`src/rtl/fifo_pkg.sv`:
```
// Shared FIFO definitions: output-mode constants and a safe ceil-log2
// used to size pointers in the single- and dual-clock FIFOs.
package fifo_pkg;

    localparam logic FIFO_MODE_STD  = 1'b0;
    localparam logic FIFO_MODE_FWFT = 1'b1;

    // ceil(log2(value)), never below 1 so a depth-2 FIFO still gets an address bit
    function automatic int clog2s(input int value);
        int r;
        r = 0;
        while ((1 << r) < value) r++;
        if (r < 1) r = 1;
        return r;
    endfunction

endpackage

```
`src/rtl/sync_fifo_if.sv`:
```
// Write/read/status bundle of the single-clock FIFO. The FIFO is the slave;
// whoever produces and consumes words is the master.
interface sync_fifo_if
    import fifo_pkg::*;
#(
    parameter int DATA_WIDTH = 8,
    parameter int FIFO_DEPTH = 16
) ();

    localparam int PTR_WIDTH = clog2s(FIFO_DEPTH);

    logic                  flush_i;
    logic                  wr_en_i;
    logic [DATA_WIDTH-1:0] wr_data_i;
    logic                  full_o;
    logic                  afull_o;
    logic                  rd_en_i;
    logic [DATA_WIDTH-1:0] rd_data_o;
    logic                  empty_o;
    logic                  aempty_o;
    logic [PTR_WIDTH:0]    cnt_o;
    logic                  ovf_o;
    logic                  udf_o;
    logic                  err_clr_i;

    modport master (
        output flush_i, wr_en_i, wr_data_i, rd_en_i, err_clr_i,
        input  full_o, afull_o, rd_data_o, empty_o, aempty_o, cnt_o, ovf_o, udf_o
    );

    modport slave (
        input  flush_i, wr_en_i, wr_data_i, rd_en_i, err_clr_i,
        output full_o, afull_o, rd_data_o, empty_o, aempty_o, cnt_o, ovf_o, udf_o
    );

endinterface

```
`src/rtl/sync_fifo_ram.sv`:
```
// Simple dual-port storage: one write port, one registered read port with
// enable. The array is not reset so it maps onto block RAM.
module sync_fifo_ram #(
    parameter int DATA_WIDTH = 8,
    parameter int FIFO_DEPTH = 16,
    parameter int ADDR_WIDTH = 4
) (
    input  logic                  clk_i,
    input  logic                  rstn_i,
    input  logic                  we_i,
    input  logic [ADDR_WIDTH-1:0] waddr_i,
    input  logic [DATA_WIDTH-1:0] wdata_i,
    input  logic                  re_i,
    input  logic [ADDR_WIDTH-1:0] raddr_i,
    output logic [DATA_WIDTH-1:0] rdata_o
);

    logic [DATA_WIDTH-1:0] r_mem [FIFO_DEPTH];
    logic [DATA_WIDTH-1:0] r_rdata;

    always_ff @(posedge clk_i) begin
        if (we_i) r_mem[waddr_i] <= wdata_i;
    end

    // Output register holds its value while re_i is low; it doubles as the FIFO read-data register.
    always_ff @(posedge clk_i or negedge rstn_i) begin
        if (!rstn_i)   r_rdata <= '0;
        else if (re_i) r_rdata <= r_mem[raddr_i];
    end

    assign rdata_o = r_rdata;

endmodule

```
`src/rtl/sync_fifo.sv`:
```
// Single-clock FIFO: pointer/count/flag logic around sync_fifo_ram, with
// standard or first-word-fall-through output and sticky error flags.
module sync_fifo
    import fifo_pkg::*;
#(
    parameter int   DATA_WIDTH     = 8,
    parameter int   FIFO_DEPTH     = 16,
    parameter logic DATA_FLOAT_OUT = FIFO_MODE_STD,
    parameter int   AFULL_TH       = FIFO_DEPTH - 2,
    parameter int   AEMPTY_TH      = 2
) (
    input logic        clk_i,
    input logic        rstn_i,
    sync_fifo_if.slave bus
);

    localparam int                 PTR_WIDTH  = clog2s(FIFO_DEPTH);
    localparam logic [PTR_WIDTH:0] CNT_ONE    = 1;
    localparam logic [PTR_WIDTH:0] DEPTH_CNT  = FIFO_DEPTH[PTR_WIDTH:0];
    localparam logic [PTR_WIDTH:0] AFULL_CNT  = AFULL_TH[PTR_WIDTH:0];
    localparam logic [PTR_WIDTH:0] AEMPTY_CNT = AEMPTY_TH[PTR_WIDTH:0];

    logic [PTR_WIDTH:0]    r_wptr, r_rptr, r_cnt;
    logic                  r_valid, r_full, r_afull, r_empty, r_aempty, r_ovf, r_udf;
    logic [PTR_WIDTH:0]    w_cnt_nxt;
    logic                  w_wr_acc, w_rd_acc, w_ram_re, w_ram_nempty, w_valid_nxt, w_empty_nxt;
    logic [DATA_WIDTH-1:0] w_ram_rdata;

    assign w_wr_acc     = bus.wr_en_i && !r_full  && !bus.flush_i;
    assign w_rd_acc     = bus.rd_en_i && !r_empty && !bus.flush_i;
    assign w_ram_nempty = (r_wptr != r_rptr);

    // In FWFT the read pointer tracks the RAM prefetch, not the consumer pop.
    always_comb begin
        w_cnt_nxt = r_cnt;
        if (w_wr_acc && !w_rd_acc)      w_cnt_nxt = r_cnt + CNT_ONE;
        else if (!w_wr_acc && w_rd_acc) w_cnt_nxt = r_cnt - CNT_ONE;

        if (DATA_FLOAT_OUT == FIFO_MODE_FWFT) begin
            w_ram_re    = w_ram_nempty && (!r_valid || w_rd_acc) && !bus.flush_i;
            w_valid_nxt = w_ram_re || (r_valid && !w_rd_acc);
            w_empty_nxt = !w_valid_nxt;
        end else begin
            w_ram_re    = w_rd_acc;
            w_valid_nxt = 1'b0;
            w_empty_nxt = (w_cnt_nxt == '0);
        end
    end

    always_ff @(posedge clk_i or negedge rstn_i) begin
        if (!rstn_i) begin
            r_wptr   <= '0;
            r_rptr   <= '0;
            r_cnt    <= '0;
            r_valid  <= 1'b0;
            r_full   <= 1'b0;
            r_afull  <= 1'b0;
            r_empty  <= 1'b1;
            r_aempty <= 1'b1;
        end else if (bus.flush_i) begin
            r_wptr   <= '0;
            r_rptr   <= '0;
            r_cnt    <= '0;
            r_valid  <= 1'b0;
            r_full   <= 1'b0;
            r_afull  <= 1'b0;
            r_empty  <= 1'b1;
            r_aempty <= 1'b1;
        end else begin
            if (w_wr_acc) r_wptr <= r_wptr + CNT_ONE;
            if (w_ram_re) r_rptr <= r_rptr + CNT_ONE;
            r_cnt    <= w_cnt_nxt;
            r_valid  <= w_valid_nxt;
            r_full   <= (w_cnt_nxt == DEPTH_CNT);
            r_afull  <= (w_cnt_nxt >= AFULL_CNT);
            r_empty  <= w_empty_nxt;
            r_aempty <= (w_cnt_nxt <= AEMPTY_CNT);
        end
    end

    // Sticky errors: a new violation in the clearing cycle keeps the flag set.
    always_ff @(posedge clk_i or negedge rstn_i) begin
        if (!rstn_i) begin
            r_ovf <= 1'b0;
            r_udf <= 1'b0;
        end else begin
            if (bus.wr_en_i && r_full)  r_ovf <= 1'b1;
            else if (bus.err_clr_i)     r_ovf <= 1'b0;
            if (bus.rd_en_i && r_empty) r_udf <= 1'b1;
            else if (bus.err_clr_i)     r_udf <= 1'b0;
        end
    end

    sync_fifo_ram #(
        .DATA_WIDTH (DATA_WIDTH),
        .FIFO_DEPTH (FIFO_DEPTH),
        .ADDR_WIDTH (PTR_WIDTH)
    ) u_ram (
        .clk_i   (clk_i),
        .rstn_i  (rstn_i),
        .we_i    (w_wr_acc),
        .waddr_i (r_wptr[PTR_WIDTH-1:0]),
        .wdata_i (bus.wr_data_i),
        .re_i    (w_ram_re),
        .raddr_i (r_rptr[PTR_WIDTH-1:0]),
        .rdata_o (w_ram_rdata)
    );

    assign bus.full_o    = r_full;
    assign bus.afull_o   = r_afull;
    assign bus.empty_o   = r_empty;
    assign bus.aempty_o  = r_aempty;
    assign bus.cnt_o     = r_cnt;
    assign bus.ovf_o     = r_ovf;
    assign bus.udf_o     = r_udf;
    assign bus.rd_data_o = w_ram_rdata;

endmodule

```
`src/flat_wrapper.sv`:
```
// flat-port wrapper written by rule: the top's interface ports become plain ports
module sync_fifo_flat import fifo_pkg::*;
#(
    parameter int   DATA_WIDTH     = 8,
    parameter int   FIFO_DEPTH     = 16,
    parameter logic DATA_FLOAT_OUT = FIFO_MODE_STD,
    parameter int   AFULL_TH       = FIFO_DEPTH - 2,
    parameter int   AEMPTY_TH      = 2
)
  (clk_i, rstn_i, bus_flush_i, bus_wr_en_i, bus_wr_data_i, bus_rd_en_i, bus_err_clr_i, bus_full_o, bus_afull_o, bus_rd_data_o, bus_empty_o, bus_aempty_o, bus_cnt_o, bus_ovf_o, bus_udf_o);
  sync_fifo_if #(.DATA_WIDTH(DATA_WIDTH), .FIFO_DEPTH(FIFO_DEPTH)) bus_i ();
  input logic clk_i;
  input logic rstn_i;
  input wire logic [$bits(bus_i.flush_i)-1:0] bus_flush_i;
  input wire logic [$bits(bus_i.wr_en_i)-1:0] bus_wr_en_i;
  input wire logic [$bits(bus_i.wr_data_i)-1:0] bus_wr_data_i;
  input wire logic [$bits(bus_i.rd_en_i)-1:0] bus_rd_en_i;
  input wire logic [$bits(bus_i.err_clr_i)-1:0] bus_err_clr_i;
  output wire logic [$bits(bus_i.full_o)-1:0] bus_full_o;
  output wire logic [$bits(bus_i.afull_o)-1:0] bus_afull_o;
  output wire logic [$bits(bus_i.rd_data_o)-1:0] bus_rd_data_o;
  output wire logic [$bits(bus_i.empty_o)-1:0] bus_empty_o;
  output wire logic [$bits(bus_i.aempty_o)-1:0] bus_aempty_o;
  output wire logic [$bits(bus_i.cnt_o)-1:0] bus_cnt_o;
  output wire logic [$bits(bus_i.ovf_o)-1:0] bus_ovf_o;
  output wire logic [$bits(bus_i.udf_o)-1:0] bus_udf_o;
  assign bus_i.flush_i = bus_flush_i;
  assign bus_i.wr_en_i = bus_wr_en_i;
  assign bus_i.wr_data_i = bus_wr_data_i;
  assign bus_i.rd_en_i = bus_rd_en_i;
  assign bus_i.err_clr_i = bus_err_clr_i;
  assign bus_full_o = bus_i.full_o;
  assign bus_afull_o = bus_i.afull_o;
  assign bus_rd_data_o = bus_i.rd_data_o;
  assign bus_empty_o = bus_i.empty_o;
  assign bus_aempty_o = bus_i.aempty_o;
  assign bus_cnt_o = bus_i.cnt_o;
  assign bus_ovf_o = bus_i.ovf_o;
  assign bus_udf_o = bus_i.udf_o;
  sync_fifo #(.DATA_WIDTH(DATA_WIDTH), .FIFO_DEPTH(FIFO_DEPTH), .DATA_FLOAT_OUT(DATA_FLOAT_OUT), .AFULL_TH(AFULL_TH), .AEMPTY_TH(AEMPTY_TH)) u_core (.clk_i(clk_i), .rstn_i(rstn_i), .bus(bus_i));
endmodule
```
`config.mk`:
```
export PLATFORM = sky130hd
export DESIGN_NAME = sync_fifo_flat
export DESIGN_NICKNAME = d
export VERILOG_FILES = /design/src/rtl/fifo_pkg.sv /design/src/rtl/sync_fifo_if.sv /design/src/rtl/sync_fifo_ram.sv /design/src/rtl/sync_fifo.sv /design/src/flat_wrapper.sv
export SDC_FILE = /design/constraint.sdc
export NUM_CORES = 1
export LEC_CHECK = 0
export ABC_AREA = 1
export CAP_MARGIN = 20
export CORE_ASPECT_RATIO = 0.7
export CORE_MARGIN = 1
export CORE_UTILIZATION = 52
export DETAILED_ROUTE_END_ITERATION = 10
export GPL_TIMING_DRIVEN = 1
export PLACE_DENSITY_LB_ADDON = 0.08
export SETUP_SLACK_MARGIN = 0.4
export SLEW_MARGIN = 5
export SYNTH_ARGS = -nofsm -noshare
export SYNTH_HDL_FRONTEND = slang
export SYNTH_SLANG_ARGS = --single-unit
```
`constraint.sdc`:
```
create_clock -name clk_i -period 2.4 [get_ports clk_i]
set_clock_uncertainty 0.2 [all_clocks]
set_input_delay 0.36 -clock clk_i [delete_from_list [all_inputs] [get_ports clk_i]]
set_output_delay 0.36 -clock clk_i [all_outputs]
set_load 0.01 [all_outputs]
```
Word level (Yosys, flattened, before mapping)
Memory sizes are Yosys's and may differ from the RTL's. A register that Yosys moved wholly into a read port is not among the register bits.
Index checks and enable logic that the tools add are counted.
W data, S select, Z words.
Word-level totals
  latch bits: 0
  output and inout port bits: 19
  memories kept: 1
  ROM bits: 0
  bits of input ports: 14
  word-level logic and storage cells: 52
  bits in writable memories: 128
  bits in registers: 21
Operators by class
  add/subtract/negate cells: 4
  eq/ne operators: 1
  reductions and logical operators: 19
  bitwise logic cells: 0
  multipliers: 0
  divide/modulo/power cells: 0
  magnitude comparators: 2
  shifts and indexed selects: 0
  multiplexer cells: 16
Memories
  u_core.u_ram.r_mem: depth 16, bits a word 8, rd ports 1, clocked after Yosys merged registers in 1, write ports 1, line sync_fifo_ram.sv:18  | logic [DATA_WIDTH-1:0] r_mem [FIFO_DEPTH];
Operators with widths (count)
  $mux W5: 7
  $add A5 B1 Y5 const B: 3
  $mux W1: 9
  $logic_and A1 B1 Y1: 8
  $reduce_bool A2 Y1: 4
  $logic_not A1 Y1: 6
  $eq A5 B5 Y1 const B: 1
  $ge A5 B4 Y1 const B: 1
  $le A5 B2 Y1 const B: 1
  $logic_not A5 Y1: 1
  $sub A5 B1 Y5 const B: 1

Longest topological paths before layout
  depth after elaboration: 9
  depth in mapped cells: 11

By module
From an unflattened synthesis, not the netlist that was laid out.
Second synthesis, totals
  cells, all modules: 615
  area total of the unflattened synthesis: 6740.2 µm²
By module, submodules not included
  sync_fifo_ram: area an instance 5635.4 µm², cells an instance 483, seq. area each 4043.9 µm², instances 1
  sync_fifo: area an instance 1104.8 µm², cells an instance 132, seq. area each 478.0 µm², instances 1

Worst setup path before layout
No wires, ideal clock.
  kind: register to register
  from: register u_core.r_full, in the netlist u_core.bus.full_o
  to: memory u_core.u_ram.r_mem[13][0] (enable)
  stages on the path, launching flop included: 5
  path slack: 0.415 ns
  period minus slack after synthesis: 1.985 ns
  data arrival time: 1.402 ns
  path through: dfrtp_1 inv_1 nand3_2 buf_4 nor3_1
Between the ends
  longest elaborated chain between the ends: 5
RTL lines
  start, declared: line sync_fifo.sv:24  | logic r_valid, r_full, r_afull, r_empty, r_aempty, r_ovf, r_udf;
  start signal, assigned: line sync_fifo.sv:74  | r_full <= (w_cnt_nxt == DEPTH_CNT);
  $logic_not A1 Y1: line sync_fifo.sv:29  | assign w_wr_acc = bus.wr_en_i && !r_full && !bus.flush_i;
  $logic_and A1 B1 Y1 (2 in a row): line sync_fifo.sv:29
  $mux W1: line sync_fifo_ram.sv:22  | if (we_i) r_mem[waddr_i] <= wdata_i;
  $mux W1 (not written as such): line sync_fifo_ram.sv:22
  end, declared: line sync_fifo_ram.sv:18
No other way between the ends.

Final worst setup path
  from: register u_core.r_cnt[3], in the netlist u_core.bus.cnt_o[3]
  to: output bus_cnt_o[3]
RTL lines
  start, declared: line sync_fifo.sv:23  | logic [PTR_WIDTH:0] r_wptr, r_rptr, r_cnt;
  start signal, assigned: line sync_fifo.sv:72  | r_cnt <= w_cnt_nxt;
  end, declared: line flat_wrapper.sv:24  | output wire logic [$bits(bus_i.cnt_o)-1:0] bus_cnt_o;
No word-level cell between the ends.

==> results.txt <==
Status: finished clean
Leakage: 3.032 nW
I/O pin count: 33
DRC violations left: 0
Seq/Total Area, Yosys: 69.29%
Syn-to-layout area delta: 21.30%
Nets: 651
Initial antenna violation count: 0
TritonRoute pass-1 iters: 5
DIE HEIGHT: 95.73 um
Yosys cell types: 29
Cell area after layout: 7916 um2
Root Driver: clkbuf_16
Mean post-synth cell area: 11.55 um2
Hold-fix buffers at CTS: 0
Max-slew violation count: 0
Largest family of logic cells by synthesized area: simple AND/OR/NAND/NOR gates
Hold Fails Final Rpt: 0
Drt wl/cell: 20.24 um
Gr usage total: 26.27%
Vias in the first global route: 4374
Syn Inst Count: 565
Core box area: 11970 um2
Worst Hold Class: input port to asynchronous set/reset pin
Via density: 5.828
WP buf/inv: 1
Synth area leader: edfxtp_1
Initial Utilization: 54.50%
CTS Buf Count: 17
VDD IR-drop max: 0.0006384 V
CP max stage delay: 560 ps
Pre-CTS setup slack: 117.3 ps
Synth async-reset ratio: 17.42%
Count of input and output buffers: 32
Clk pwr share: 41.6%
Placed cell areas: 7167 um2
Crit path time final: 1951 ps
Warnings, synthesis: 0
Endpoint class of the critical path: output pin
Worst-path maximum fanout: 6
F_max: 0.5126 GHz
Die area: 13010 um2
Power share of the combinational group: 12.9%
DRT iter0 DRCs: 564
Cell Rows: 33
CP max stage cell: clkdlybuf4s50_1
Die W: 135.9 um
Compound-Gate Fraction of Synth Area: 9.567%
GPL Wtd Cong: 0.8625
Post-synth EDFFs: 128
Grt ovf: 0
CTS tree: done
Sw Share: 24.56%
Post-synthesis simple-gate area fraction: 15.34%
Post-synthesis mux area share: 0%
H-tree levels: 4
Commonest cells post-synth: edfxtp_1 (128), nand2_1 (85), nor2_1 (78)
Vias: 4662
Internal power: 0.005111 W
Main synth FF type: edfxtp_1
Actual slew at the worst max-slew pin: 568.2 ps
Fin crit share: 81.29%
Synth Net Count: 586
PwrDens: 855.9 nW/um2
Yosys top cell area share: 58.90%
Post-Synth Adder-Cell Area: 1.342%
CTS clk-pin slew, worst paths: 60 ps
Final setup fails: 0
Max-cap viol count: 0
Worst setup margin: 449.0 ps
Rel. slew slack: 62.12%
Ratio of cells with drive above 1 in the final layout: 16.02%
RSZ-0062 raised after global routing: no
# clock sinks: 155
XOR/XNOR Fraction of Synth Area: 0.1342%
Synth top area cells: edfxtp_1 (59%), dfrtp_1 (9.6%), o21ai_0 (5.1%)
Largest net degree at the start of global routing: 66
Final ANT Viol Nets: 0
Ant diodes: 0
Crit path DAT: 1390 ps
FILL cells: 900
Top cell family by delay on the critical path: buffers and inverters
Final WL: 16.20 mm
Fin Setup TNS: 0 ps
Net switching power: 0.001664 W
Setup CP Type: flip-flop to output pin
CP required: 1840 ps
Sequential share of power: 45.6%
Setup crit start kind: flip-flop
Synth Register Bits: 155
Synthesized cell area: 6526 um2
Worst-Skew Late Latency: 420 ps
Max clock buf depth: 2
Count leader, synth: edfxtp_1
First-pass GRT wire length: 24.32 mm
CP cell instances: clkdlybuf4s50_1
Final HPWL DP: 10.19 mm
[layer usage]
layer	routed length, um	up-vias	GRT usage (%)
met5	0	-	0
met4	327	0	9.722
met3	1449	28	5.371
met2	6941	215	37.59
met1	7477	2272	39.64
li1	-	2147	-
[state kept, by name (all words and copies together), names as in the netlist, 4 cells and up]
signal                flops
u_core.u_ram.rdata_o      8
u_core.u_ram.r_mem      128
u_core.bus.cnt_o          5
u_core.r_rptr             4
u_core.r_wptr             4
[repair_timing]
action,CTS,global route
setup buffers,0,4
setup endpoints to repair,6,14
gates resized for setup,5,12
hold endpoints to repair,0,0
pin swaps,0,0
gates cloned,0,2
[final timing paths]
path / from / endpoint / slack, ps / depth (start not counted)
worst max-delay path: u_core.bus.cnt_o[3] / bus_cnt_o[3] / 450 / 1
worst min-delay path: rstn_i / u_core.u_ram.rdata_o[2] / 110 / 2
worst max register to register: u_core.r_rptr[0] / u_core.u_ram.rdata_o[7] / 480 / 8
worst min register to register: u_core.u_ram.rdata_o[2] / u_core.u_ram.rdata_o[2] / 280 / 2
max in group asynchronous: rstn_i / u_core.bus.empty_o / 1580 / 2
min in group clk_i: u_core.u_ram.rdata_o[2] / u_core.u_ram.rdata_o[2] / 280 / 2
[layout make-up]
type,instances,area [um2],share of cell area [%]
timing repair buffer,74,674.4,8.519
clock inverter,9,90.09,1.138
multi-input combinational,351,1734,21.91
inverter,30,128.9,1.628
timing repair inverter,1,11.26,0.1422
tap,157,196.4,2.481
sequential,155,4528,57.20
clock buffer,23,553.0,6.986
[power by group through the flow]
stage / combinational (W) / sequential [W] / clock, W
2_1_floorplan: 0.000415 / 0.00317 / 0
3_3_place_gp: 0.000821 / 0.00314 / 0
3_5_place_dp: 0.000821 / 0.00314 / 0
4_1_cts: 0.000821 / 0.00309 / 0.00283
5_1_grt: 0.000966 / 0.00310 / 0.00293
6_report: 0.000872 / 0.00309 / 0.00282
[per-stage QoR]
| step | utilization, % | total power, W | instances | hold slack, ps |
|---|---|---|---|---|
| 4_1_cts | 65.25 | 0.006734 | 794 | 115.0 |
| 2_1_floorplan | - | 0.003582 | 565 | -135.6 |
| 3_5_place_dp | 59.85 | 0.003960 | 762 | 270.3 |
| 5_1_grt | 66.11 | 0.006998 | 800 | 140.2 |
| 3_3_place_gp | 59.85 | 0.003958 | 762 | 267.8 |
| 6_report | 66.11 | 0.006776 | 800 | 106.0 |
[layout by cell type (no fill, tap or decap), types with 3 or more instances in the layout]
cell type,netlist,routed
a21oi_1,6,6
nand2_1,85,85
inv_2,6,6
nand3_2,3,3
clkbuf_16,0,22
o21ai_1,7,7
inv_1,23,22
o21ai_0,67,67
o22ai_1,33,31
nand3_1,40,40
dlymetal6s2s_1,0,3
nand4_1,3,3
nor3_1,12,12
inv_6,0,3
dfrtp_1,25,20
nor2_1,78,78
edfxtp_1,128,128
clkdlybuf4s50_1,0,27
buf_4,1,39
dfrtp_2,0,5
ha_1,7,7
[cell families (layout without fill, tap and decap cells)]
logic type                 Yosys count  count (layout)
buffers and inverters               59             137
and+or+nand+nor                    228             228
adders and majority gates            7               7
AOI/OAI and AO/OA                  115             115
xor gates and xnor gates             1               1
DFF                                155             155
No activity file was read; power rests on OpenSTA's default activity.
